**src/rtl/risc8_muldiv_seq.sv**
```systemverilog
// RISC8 multiply/divide sequencer: steps the ALU through INIT, NBITS
// iterations, optional RESTORE and two result-save cycles.
//
// Ports:
//   clk, rst_n           clock, async active-low reset
//   start, is_div        op request from decode (sampled in IDLE only)
//   divide_by_0          ALU zero-divisor flag, looked at in INIT only
//   abort                cancel request (honoured when RISC8_MULDIV_ABORT_EN
//                        is defined, otherwise ignored)
//   muldiv_op[5:0]       {div_restore,save1,save0,init,div,mul} to ALU
//   alu_add_sel          force ALU ADD (iterate/restore)
//   alu_thb_sel          force ALU pass-B (INIT divisor check)
//   wr_lo, wr_hi         result low/high register write strobes
//   busy, done, dz_err   stall, completion pulse, sticky divide-by-zero
//
// Config macro: RISC8_MULDIV_ABORT_EN enables the abort path.

module risc8_muldiv_seq #(
    parameter int NBITS = 8,
    parameter int CNT_W = 3
) (
    input  logic       clk,
    input  logic       rst_n,
    input  logic       start,
    input  logic       is_div,
    input  logic       divide_by_0,
    input  logic       abort,
    output logic [5:0] muldiv_op,
    output logic       alu_add_sel,
    output logic       alu_thb_sel,
    output logic       wr_lo,
    output logic       wr_hi,
    output logic       busy,
    output logic       done,
    output logic       dz_err
);

    typedef enum logic [2:0] {
        S_IDLE,
        S_INIT,
        S_ITER,
        S_RESTORE,
        S_SAVE0,
        S_SAVE1,
        S_DONE
    } state_e;

    localparam logic [CNT_W-1:0] CNT_LAST = CNT_W'(NBITS - 1);

    state_e           state_q, state_d;
    logic [CNT_W-1:0] cnt_q, cnt_d;
    logic             op_div_q, op_div_d;
    logic             dz_q, dz_d;

    logic [5:0]       op_q, op_d;
    logic             add_q, add_d;
    logic             thb_q, thb_d;
    logic             lo_q, lo_d;
    logic             hi_q, hi_d;
    logic             busy_q, busy_d;
    logic             done_q, done_d;

`ifdef RISC8_MULDIV_ABORT_EN
    logic abort_ok;
    // Abort only before the save cycles so result writes stay atomic.
    assign abort_ok = abort &&
                      (state_q == S_INIT || state_q == S_ITER ||
                       state_q == S_RESTORE);
`else
    logic unused_abort;
    assign unused_abort = abort;
`endif

    // Next-state logic
    always_comb begin
        state_d  = state_q;
        cnt_d    = cnt_q;
        op_div_d = op_div_q;
        dz_d     = dz_q;
        unique case (state_q)
            S_IDLE: begin
                if (start) begin
                    state_d  = S_INIT;
                    op_div_d = is_div;
                    dz_d     = 1'b0;
                end
            end
            S_INIT: begin
                if (op_div_q && divide_by_0) begin
                    state_d = S_DONE;
                    dz_d    = 1'b1;
                end else begin
                    state_d = S_ITER;
                    cnt_d   = '0;
                end
            end
            S_ITER: begin
                if (cnt_q == CNT_LAST) begin
                    cnt_d   = '0;
                    state_d = op_div_q ? S_RESTORE : S_SAVE0;
                end else begin
                    cnt_d = cnt_q + CNT_W'(1);
                end
            end
            S_RESTORE: state_d = S_SAVE0;
            S_SAVE0:   state_d = S_SAVE1;
            S_SAVE1:   state_d = S_DONE;
            S_DONE:    state_d = S_IDLE;
            default: begin
                state_d = S_IDLE;
                cnt_d   = '0;
            end
        endcase
`ifdef RISC8_MULDIV_ABORT_EN
        if (abort_ok) begin
            state_d = S_IDLE;
            cnt_d   = '0;
        end
`endif
    end

    // Outputs decoded from the next state so they can be registered
    // and still line up with the state they describe.
    always_comb begin
        op_d   = 6'b000000;
        add_d  = 1'b0;
        thb_d  = 1'b0;
        lo_d   = 1'b0;
        hi_d   = 1'b0;
        busy_d = 1'b0;
        done_d = 1'b0;
        unique case (state_d)
            S_INIT: begin
                op_d   = 6'b000100;
                thb_d  = 1'b1;
                busy_d = 1'b1;
            end
            S_ITER: begin
                op_d   = op_div_d ? 6'b000010 : 6'b000001;
                add_d  = 1'b1;
                busy_d = 1'b1;
            end
            S_RESTORE: begin
                op_d   = 6'b100000;
                add_d  = 1'b1;
                busy_d = 1'b1;
            end
            S_SAVE0: begin
                op_d   = 6'b001000;
                lo_d   = 1'b1;
                busy_d = 1'b1;
            end
            S_SAVE1: begin
                op_d   = 6'b010000;
                hi_d   = 1'b1;
                busy_d = 1'b1;
            end
            S_DONE:  done_d = 1'b1;
            default: ;
        endcase
    end

    always_ff @(posedge clk or negedge rst_n) begin
        if (!rst_n) begin
            state_q  <= S_IDLE;
            cnt_q    <= '0;
            op_div_q <= 1'b0;
            dz_q     <= 1'b0;
            op_q     <= 6'b000000;
            add_q    <= 1'b0;
            thb_q    <= 1'b0;
            lo_q     <= 1'b0;
            hi_q     <= 1'b0;
            busy_q   <= 1'b0;
            done_q   <= 1'b0;
        end else begin
            state_q  <= state_d;
            cnt_q    <= cnt_d;
            op_div_q <= op_div_d;
            dz_q     <= dz_d;
            op_q     <= op_d;
            add_q    <= add_d;
            thb_q    <= thb_d;
            lo_q     <= lo_d;
            hi_q     <= hi_d;
            busy_q   <= busy_d;
            done_q   <= done_d;
        end
    end

    assign muldiv_op   = op_q;
    assign alu_add_sel = add_q;
    assign alu_thb_sel = thb_q;
    assign wr_lo       = lo_q;
    assign wr_hi       = hi_q;
    assign busy        = busy_q;
    assign done        = done_q;
    assign dz_err      = dz_q;

endmodule

```
**config.mk**
```make
export PLATFORM = sky130hd
export DESIGN_NAME = risc8_muldiv_seq
export DESIGN_NICKNAME = d
export VERILOG_FILES = /design/src/rtl/risc8_muldiv_seq.sv
export SDC_FILE = /design/constraint.sdc
export NUM_CORES = 1
export LEC_CHECK = 0
export CORE_MARGIN = 1.5
export CORE_UTILIZATION = 45
export CTS_CLUSTER_DIAMETER = 120
export CTS_CLUSTER_SIZE = 20
export DETAILED_ROUTE_END_ITERATION = 12
export HOLD_SLACK_MARGIN = 0.08
export PLACE_DENSITY = 0.72
export SYNTH_ARGS = -nofsm -noshare
export SYNTH_HDL_FRONTEND = slang
export SYNTH_SLANG_ARGS = --single-unit
```
**constraint.sdc**
```tcl
create_clock -name clk -period 2.1 [get_ports clk]
set_input_delay 0.315 -clock clk [delete_from_list [all_inputs] [get_ports clk]]
set_output_delay 0.315 -clock clk [all_outputs]
set_load 0.005 [all_outputs]
```
==> flow_summary_export.csv, run 1 <==
group,metric,value,unit
synth,netlist_area,872,sq um
worst_setup_path,path_cells,"ha_1 > ha_1 > nor2b_1 > a221o_1",
synth,synth_area_per_cell,10.4,sq um
pwr,power.density,1470,nW/um^2
worst_setup_path,cp-endpoint,"state_q[2]$_DFF_PN0_",
timing,grt_setup_unrepaired,"false",
drt,routed_wl,1.79,mm
timing,max-slew-margin-rel,67.1,%
worst_setup_path,crit_path_frequent_cell,"ha_1",
clocking,cts_tree,"built",
timing,fin_crit_sh,75.4,%
job,maxCapViolations,0,
die,std_cell_rows,15,
synth,synth-async-reset-ratio,100,%
worst_setup_path,worstPathArrival,1.76,ns
drt,vias,665,
synth,syn_inst,84,
timing,tightest_slew,0.494,ns
worst_setup_path,reg2reg_setup_slack,0.52,ns
clocking,clkSinkCount,18,
worst_setup_path,slowest_delay,0.42,ns
place,hpwl,1.26,mm
clocking,postCtsSetupBuffers,0,
global_route,grt_pass1_wl,2.93,mm
drt,highest_layer,"met4",
cells_and_area,drive_gt1_share,10.1,%
synth,synth_edf_count,0,
worst_setup_path,cpMaxStageDelayCell,"dfrtp_1",
worst_setup_path,cp-start-kind,"register",
worst_setup_path,crit_start,"cnt_q[0]$_DFFE_PN0P_",
worst_setup_path,critPathRequiredTime,2.28,ns
synth,yosysSeqAreaShare,51.6,%
worst_setup_path,crit_type,"reg -> reg",
pwr,vdd_drop_max,0.663,mV
synth,syn_nets,92,
pwr,p_comb_share,47.1,%
pwr,switching_power,595,uW
worst_hold_path,min_path_type,"in -> async",
timing,setup_viol,0,
place,dpl.cell_count,121,
drt,dr_wl_met2,892,um
pwr,p_leak,0.461,nW
die,core,1760,sq um
global_route,grt_max_degree,19,
worst_setup_path,r2r-start,"cnt_q[0]$_DFFE_PN0P_",
die,die_y,47.0,um
timing,hold_violations,0,
cells_and_area,syn2layout_area_growth,22.0,%
synth,yosys_warnings,0,
cells_and_area,num_antenna_cells,0,
clocking,clkLatencyLatePin,0.28,ns
timing,slew_violations,0,
pwr,p_int,963,uW
drt,met3_length,69,um
cells_and_area,nNetsFinal,109,
drt,drc,0,
place,gp_congestion,0.748,
die,die_area,2210,sq um
clocking,clk_pin_slew_worst_paths,0.10,ns
clocking,htreeDepth,1,
pwr,seq_power_share,42.2,%
global_route,grt_usage,19.2,%
drt,wire_per_inst,14.4,um
global_route,grt_overflow,0,
place,io_buffers,17,
worst_setup_path,critPathCaptureType,"register",
timing,skew,0.00416,ns
global_route,grt_pass1_vias,663,
clocking,cts_root_buf,"clkbuf_4",
worst_setup_path,crit_fanout,7,
cells_and_area,nFillCells,161,
global_route,antenna_found_initial,0,
cells_and_area,final_cell_mix,"dfrtp_1 (18), clkdlybuf4s50_1 (17), nor2_1 (9), nand2_1 (6)",
drt,wl_met1,808,um
die,ios,19,
timing,fmax,632,MHz
worst_setup_path,reg2reg_to,"state_q[2]$_DFF_PN0_",
synth,synth_cell_type_count,31,
drt,drt_iter0_markers,10,
timing,fin_crit,1.58,ns
clocking,holdBufCountCts,0,
place,dpl_cell_area,1040,sq um
die,die_w,47.0,um
clocking,clk_path_buf_depth,2,
worst_setup_path,worstRegToRegCells,4,
pwr,p_sw_share,38.2,%
synth,ys_ff_latch,18,
drt,ant_nets,0,
drt,drt-pass1-iter-count,4,
die,initial_utilization,49.4,%
pwr,clkPwrFrac,10.7,%
timing,hold_ws,0.342,ns
cells_and_area,final_area,1060,sq um
clocking,cts_resized,0,
status,status,"completed",
cells_and_area,final_common_cell,"dfrtp_1",
timing,tns,0,ns
drt,viasPerCell,5.36,
cells_and_area,final_cells,124,
synth,ys.flop_type,"dfrtp_1",
clocking,numCtsBuffers,3,
==> worst min-delay path by stage <==
stage | end | from | cells past startpoint | slack, ns
3_5_place_dp | cnt_q[0]$_DFFE_PN0P_ | cnt_q[0]$_DFFE_PN0P_ | 1 | 0.54
5_1_grt | op_div_q$_DFF_PN0_ | rst_n | 2 | 0.36
2_1_floorplan | alu_add_sel$_DFF_PN0_ | rst_n | 0 | 0.02
3_3_place_gp | dz_err$_DFFE_PN0P_ | dz_err$_DFFE_PN0P_ | 1 | 0.51
6_report | wr_hi$_DFF_PN0_ | rst_n | 2 | 0.34
4_1_cts | muldiv_op[1]$_DFF_PN0_ | rst_n | 2 | 0.34
==> metal layers <==
layer,track usage (%),up-vias
met1,22.2,318
met2,35.3,20
met5,0,-
li1,-,323
met4,8.33,0
met3,2.31,4
==> logic make-up (layout without fill, tap and decap cells) <==
kind of cell	count (synthesis)	count (layout)	share of synthesized area (%)
and+or+nand+nor	32	32	20.8
adders and majority gates	2	2	2.87
AOI/OAI and AO/OA	22	22	16.8
DFF	18	18	51.6
muxes	1	1	1.15
buffers and inverters	9	24	6.74
==> state kept, by name (all words and copies together) (netlist names) <==
signal,count
wr_lo,1
done,1
dz_err,1
busy,1
muldiv_op,4
cnt_q,3
state_q,3
op_div_q,1
wr_hi,1
alu_thb_sel,1
alu_add_sel,1
==> final cells by class <==
class / instances / area [sq um] / area share [%]
timing repair buffer: 20 / 193 / 18.1
multi-input combinational: 57 / 363 / 34.1
clock buffer: 3 / 22.5 / 2.12
sequential: 18 / 450 / 42.4
tap: 25 / 31.3 / 2.94
inverter: 1 / 3.75 / 0.353
==> power by group through the flow <==
stage | sequential (mW) | combinational (mW) | clock, mW
after floorplan | 0.568 | 0.562 | 0
after global placement | 0.654 | 0.698 | 0
after detailed placement | 0.665 | 0.739 | 0
after CTS | 0.658 | 0.741 | 0.174
after global routing | 0.681 | 0.819 | 0.184
final | 0.658 | 0.735 | 0.166
==> critical path, delay by kind of cell (launching register included) <==
family / cells / cell delay [ns]
AO/OA/AOI/OAI: 1 / 0.35
AND/OR/NAND/NOR: 1 / 0.18
adder cells (fa/ha/maj): 2 / 0.52
flip-flops: 1 / 0.42
==> Yosys cell counts, drive strengths merged (2+ instances only) <==
cell | n | area share, %
nor2b | 5 | 3.6
nor3 | 3 | 2.3
nor2 | 9 | 3.9
dfrtp | 18 | 52
o21ai | 5 | 2.9
buf | 6 | 5.5
a21oi | 5 | 2.9
nand2 | 6 | 2.6
o21bai | 2 | 1.7
clkbuf | 2 | 0.86
ha | 2 | 2.9
nand3 | 2 | 1.1
a22oi | 2 | 1.7
nand2b | 3 | 2.2
==> per-stage QoR <==
step                util, %  total power, mW  worst slack [ns]
floorplan                 -             1.13             0.685
global placement       59.0             1.35             0.390
detailed placement     59.0             1.40             0.357
CTS                    60.3             1.57             0.511
global route           60.3             1.68             0.431
finish                 60.3             1.56             0.517
Power figures use the tool's default switching activity.
==> run 2, diff against run 1 <==
Settings changed: CORE_UTILIZATION 45 to 43.
Clock period 2.1 ns to 1.4 ns, I/O delays scaled along.
==> run 2 against run 1 <==
Worst setup slack lost 0.46 ns. Core utilization up 1.6 points. First-iteration DRC count shrank 80%. Total power is 67% higher. Clock power up 90%. Fmax increased by 18%. Non-clock buffer count up 9. Largest cell class unchanged. Routed wire length rose by 3.1%. Critical endpoint unchanged. Critical path type unchanged. Sequential cell count did not move. Via count grew 5.9%. Die area is 4.4% higher.
==> flow_summary_export.csv, run 2 (synthesized netlist as in run 1, its figures left out) <==
group,metric,value,unit
worst_setup_path,crit_start,"cnt_q[1]$_DFFE_PN0P_",
worst_setup_path,crit_type,"reg -> reg",
die,die_w,48.0,um
cells_and_area,largest_register_ffs,4,
cells_and_area,final_common_cell,"dfrtp_1",
global_route,grt_usage,18.6,%
clocking,clk_path_buf_depth,2,
global_route,top_usage_layer,"met2",
die,die_y,48.0,um
place,hpwl,1.26,mm
worst_setup_path,cp-start-kind,"register",
drt,drc,0,
timing,fmax,742,MHz
pwr,p_leak,0.598,nW
timing,worst_slack,0.0530,ns
cells_and_area,drive_gt1_share,24.8,%
clocking,cts_tree,"built",
timing,slew_violations,0,
clocking,clkSinkCount,18,
cells_and_area,final_cell_mix,"dfrtp_1 (17), clkdlybuf4s50_1 (11), buf_4 (11), nor2_1 (9)",
timing,max-slew-margin-rel,74.3,%
cells_and_area,syn2layout_area_growth,37.7,%
pwr,power.density,2170,nW/um^2
worst_setup_path,critical-path-top-delay-family,"flip-flops",
clocking,clkLatencyLatePin,0.29,ns
timing,tightest_slew,0.386,ns
timing,hold_violations,0,
clocking,htreeDepth,1,
die,initial_utilization,44.9,%
worst_setup_path,slowest_delay,0.41,ns
drt,drt_iter0_markers,2,
drt,vias,704,
worst_setup_path,worstPathArrival,1.52,ns
global_route,grtUsageMet3,3.40,%
cells_and_area,num_antenna_cells,0,
place,place_ws,-0.119,ns
die,std_cell_rows,16,
cells_and_area,nNetsFinal,118,
drt,drt-pass1-iter-count,4,
status,status,"completed",
clocking,clk_pin_slew_worst_paths,0.10,ns
place,gp_congestion,0.754,
global_route,grt_overflow,0,
die,core,1940,sq um
worst_setup_path,path_cells,"ha_2 > ha_4 > nor2b_4 > a221o_1",
global_route,antenna_found_initial,0,
clocking,cts_root_buf,"clkbuf_4",
worst_hold_path,min_path_type,"in -> async",
cells_and_area,nFillCells,171,
worst_setup_path,critPathRequiredTime,1.58,ns
global_route,grt_pass1_vias,688,
timing,skew,0.00502,ns
global_route,grt_max_degree,19,
drt,ant_nets,0,
worst_setup_path,cpMaxStageDelayCell,"dfrtp_1",
timing,hold_ws,0.243,ns
die,ios,19,
global_route,gr-usage-met2,32.0,%
drt,routed_wl,1.84,mm
pwr,vdd_drop_max,1.02,mV
job,maxCapViolations,0,
drt,viasPerCell,5.18,
timing,fin_crit,1.35,ns
die,die_area,2310,sq um
worst_setup_path,crit_fanout,5,
global_route,grt_pass1_wl,2.88,mm
timing,setup_viol,0,
clocking,numCtsBuffers,3,
worst_setup_path,crit_buf_inv,0,
clocking,holdBufCountCts,0,
drt,wire_per_inst,13.5,um
timing,grt_setup_unrepaired,"true",
global_route,met1_usage,21.9,%
worst_setup_path,r2r-start,"cnt_q[1]$_DFFE_PN0P_",
place,io_buffers,17,
worst_setup_path,critPathCaptureType,"register",
timing,fin_crit_sh,96.2,%
[run 2: cell types whose count changed in the layout (fill, tap and decap cells not counted), moves of 2 or more]
cell / before / now
buf_4: 3 / 11
clkdlybuf4s50_1: 17 / 11
dlymetal6s2s_1: 0 / 6
ha_1: 2 / 0
nor2b_1: 5 / 3
[run 2: power by group]
| part | internal, mW | total [mW] | switching [mW] | leakage (nW) |
|---|---|---|---|---|
| combinational | 0.759 | 1.39 | 0.627 | 0.347 |
| clock | 0.158 | 0.316 | 0.157 | 0.0210 |
| sequential | 0.732 | 0.908 | 0.176 | 0.230 |
[run 2: metrics by stage]
| stage | instance area [sq um] | power [mW] | utilization [%] | setup TNS (ns) | instances |
|---|---|---|---|---|---|
| floorplan | 875 | 1.70 | - | 0 | 84 |
| global route | 1200 | 2.85 | 61.9 | -0.0300 | 136 |
| CTS | 1160 | 2.58 | 59.9 | 0 | 136 |
| finish | 1200 | 2.61 | 61.9 | 0 | 136 |
| global placement | 1110 | 2.16 | 57.0 | -0.186 | 131 |
| detailed placement | 1110 | 2.21 | 57.0 | -0.232 | 131 |
[run 2: final cells by class]
| cell class | count | area, sq um | share of cell area (%) |
|---|---|---|---|
| Clock buffer | 4 | 36.3 | 3.02 |
| Inverter | 1 | 3.75 | 0.313 |
| Multi-Input combinational cell | 57 | 397 | 33.0 |
| Sequential cell | 18 | 452 | 37.6 |
| Tap cell | 27 | 33.8 | 2.81 |
| Timing Repair Buffer | 29 | 279 | 23.2 |
[run 2: routing by layer]
| layer | vias to the layer above | wire [um] |
|---|---|---|
| met4 | 0 | 22 |
| met5 | - | 0 |
| met3 | 4 | 105 |
| li1 | 342 | - |
| met2 | 23 | 928 |
| met1 | 335 | 783 |
[run 2: path summary, 6_finish.rpt]
check                                            end  slack (ns)  cells past startpoint
min in group clk                     wr_hi$_DFF_PN0_        0.55                      1
worst min-delay path              op_div_q$_DFF_PN0_        0.24                      2
worst max-delay path            state_q[2]$_DFF_PN0_        0.05                      4
worst max register to register  state_q[2]$_DFF_PN0_        0.05                      4
max in group asynchronous       state_q[1]$_DFF_PN0_        0.95                      2
worst min register to register       wr_hi$_DFF_PN0_        0.55                      1
[run 2: repair_timing]
item,CTS,global route
pin swaps,0,4
gates resized for setup,2,14
endpoints found under the setup margin,2,12
buffers inserted,1,0
[run 2: worst reg2reg max path: cells and delay by family (launching register included)]
family          cells  cell delay [ns]
flops               1             0.41
fa+ha+maj           2             0.39
compound gates      1             0.32
simple gates        1             0.13
==> RTL edit, RTL diff (settings of run 1) <==
Add a define of `RISC8_MULDIV_ABORT_EN`.
--- a/src/rtl/risc8_muldiv_seq.sv
+++ b/src/rtl/risc8_muldiv_seq.sv
@@ -16,2 +16,4 @@
 // Config macro: RISC8_MULDIV_ABORT_EN enables the abort path.
+
+`define RISC8_MULDIV_ABORT_EN
 
Function: changed (Yosys sat finds a counterexample within 4 cycles, from zero or initial values and one cycle with rst_n low).
==> RTL edit against run 1 <==
- count of clock-buffer cells in the layout unchanged
- power decreased by 9.9%
- critical endpoint is now muldiv_op[0]
- worst setup slack got worse by 0.15 ns
- design area increased by 3.1%
- synthesized area decreased by 0.86%
- routed wire length decreased by 6.9%
- highest routed layer unchanged
- sequential cell count unchanged
==> RTL edit: results <==
group,metric,value,unit
power,vdd_drop_max,0.0007371,V
route,avgViaCountPerCell,5.702,
placed_design,place_ws,0.2040,ns
synth,synth_cell_types,34,
worst_setup_path,critPathArrivalTime,1.94,ns
clock_network,cts_setup_buffers,0,
run,max_cap_viol_count,0,
grt,grt_pass1_vias,642,
min_path,min-delay-path-class,"in -> async",
placed_design,dpl.cell_count,121,
clock_network,clockBufferDepth,2,
route,firstDrtPassIters,4,
sta,finClkSkew,0.002472,ns
worst_setup_path,startpoint,"cnt_q[0]",
synth,ys_warn_count,0,
synth,syn-num-nets,88,
clock_network,cts-root-buf,"clkbuf_4",
grt,grt_use_total,18.36,%
worst_setup_path,crit_fanout,5,
synth,ys.flop_type,"dfrtp_1",
grt,met1_usage,25.42,%
route,dr_total_vias,707,
clock_network,post_cts_resized,0,
sta,relSlewSlack,74.57,%
power,leakagePower,0.4803,nW
route,drt-total-wl,1.661,mm
grt,grt_first_pass_wirelength,2.835,mm
synth,syn_inst,80,
status,status,"finished clean",
cells_and_area,layout-drive-gt1-share,13.13,%
cells_and_area,num_antenna_cells,0,
synth,ys_top_cells_by_area,"dfrtp_1 52%, o221a_2 3.9%, nor2_1 3.0%",
synth,synth_common_cells,"18 x dfrtp_1, 7 x nor2_1, 4 x a21oi_1, 4 x nand2_1, 4 x nor3_1",
placed_design,hpwl,1.205,mm
worst_setup_path,cp_top_family,"adder cells",
cells_and_area,largest_reg_flops,5,
synth,ys_seq_area_share,52.10,%
grt,grt_util_met2,28.77,%
cells_and_area,nets,109,
cells_and_area,fill_cells,159,
placed_design,place_congestion,0.8667,
placed_design,dpl_cell_area,1074,um^2
route,drt-initial-drc-count,25,
placed_design,portBuffers,18,
clock_network,numCtsBuffers,3,
-- RTL edit: cell count changes in the layout (fill, tap and decap cells not counted), sizes merged, moves of 2 or more --
| cell | delta |
|---|---|
| a31oi | +2 |
| o21ai | -4 |
| a22oi | -2 |
| o221a | +3 |
| and3 | +2 |
| nor2 | -2 |
| nand2 | -2 |
| nor2b | -2 |
| inv | +3 |
| and2 | +2 |
-- RTL edit: report_power, final --
group	switching, W	leakage (nW)	internal [W]	total (W)
Combinational	0.000314	0.228	0.000375	0.000688
Sequential	0.0000882	0.239	0.000462	0.000551
Clock	0.0000988	0.0138	0.0000667	0.000165
Total	0.000501	0.480	0.000904	0.00140
-- RTL edit: area by class of cell --
cell class | instances | share of cell area [%]
Clock buffer | 3 | 2.055
Inverter | 4 | 1.370
Multi-Input combinational cell | 52 | 33.45
Sequential cell | 18 | 41.10
Tap cell | 25 | 2.854
Timing Repair Buffer | 22 | 19.18
-- RTL edit: kinds of logic (layout without fill, tap and decap cells) --
kind of cell             after synthesis  after routing  share of synthesized area, %
adder cells (fa/ha/maj)                2              2                         2.894
flip-flops                            18             18                         52.10
AO/OA/AOI/OAI                         19             19                         18.52
buffers and inverters                 10             29                         5.499
multiplexers                           2              2                         2.460
AND/OR/NAND/NOR                       29             29                         18.52
-- RTL edit: routing by layer --
layer / vias up / wire length, um
li1: 329 / -
met1: 349 / 787
met2: 24 / 758
met3: 5 / 85
met4: 0 / 30
met5: - / 0
-- RTL edit: path summary, 6_finish.rpt --
| kind | end | cells after the start | slack (ns) |
|---|---|---|---|
| worst max-delay path | muldiv_op[0] | 5 | 0.37 |
| worst min-delay path | muldiv_op[4] | 2 | 0.34 |
| worst max register to register | muldiv_op[0] | 5 | 0.37 |
| worst min register to register | cnt_q[1] | 1 | 0.51 |
| max in group asynchronous | muldiv_op[0] | 2 | 1.57 |
| min in group clk | cnt_q[1] | 1 | 0.51 |
-- RTL edit: metrics by stage --
| step | hold slack (ns) | utilization [%] | total power [W] |
|---|---|---|---|
| 6_report | 0.3388 | 62.13 | 0.001404 |
| 5_1_grt | 0.3791 | 62.13 | 0.001512 |
| 4_1_cts | 0.3430 | 62.13 | 0.001408 |
| 3_5_place_dp | 0.4893 | 60.85 | 0.001242 |
| 3_3_place_gp | 0.4815 | 60.85 | 0.001232 |
| 2_1_floorplan | 0.01941 | - | 0.0009705 |
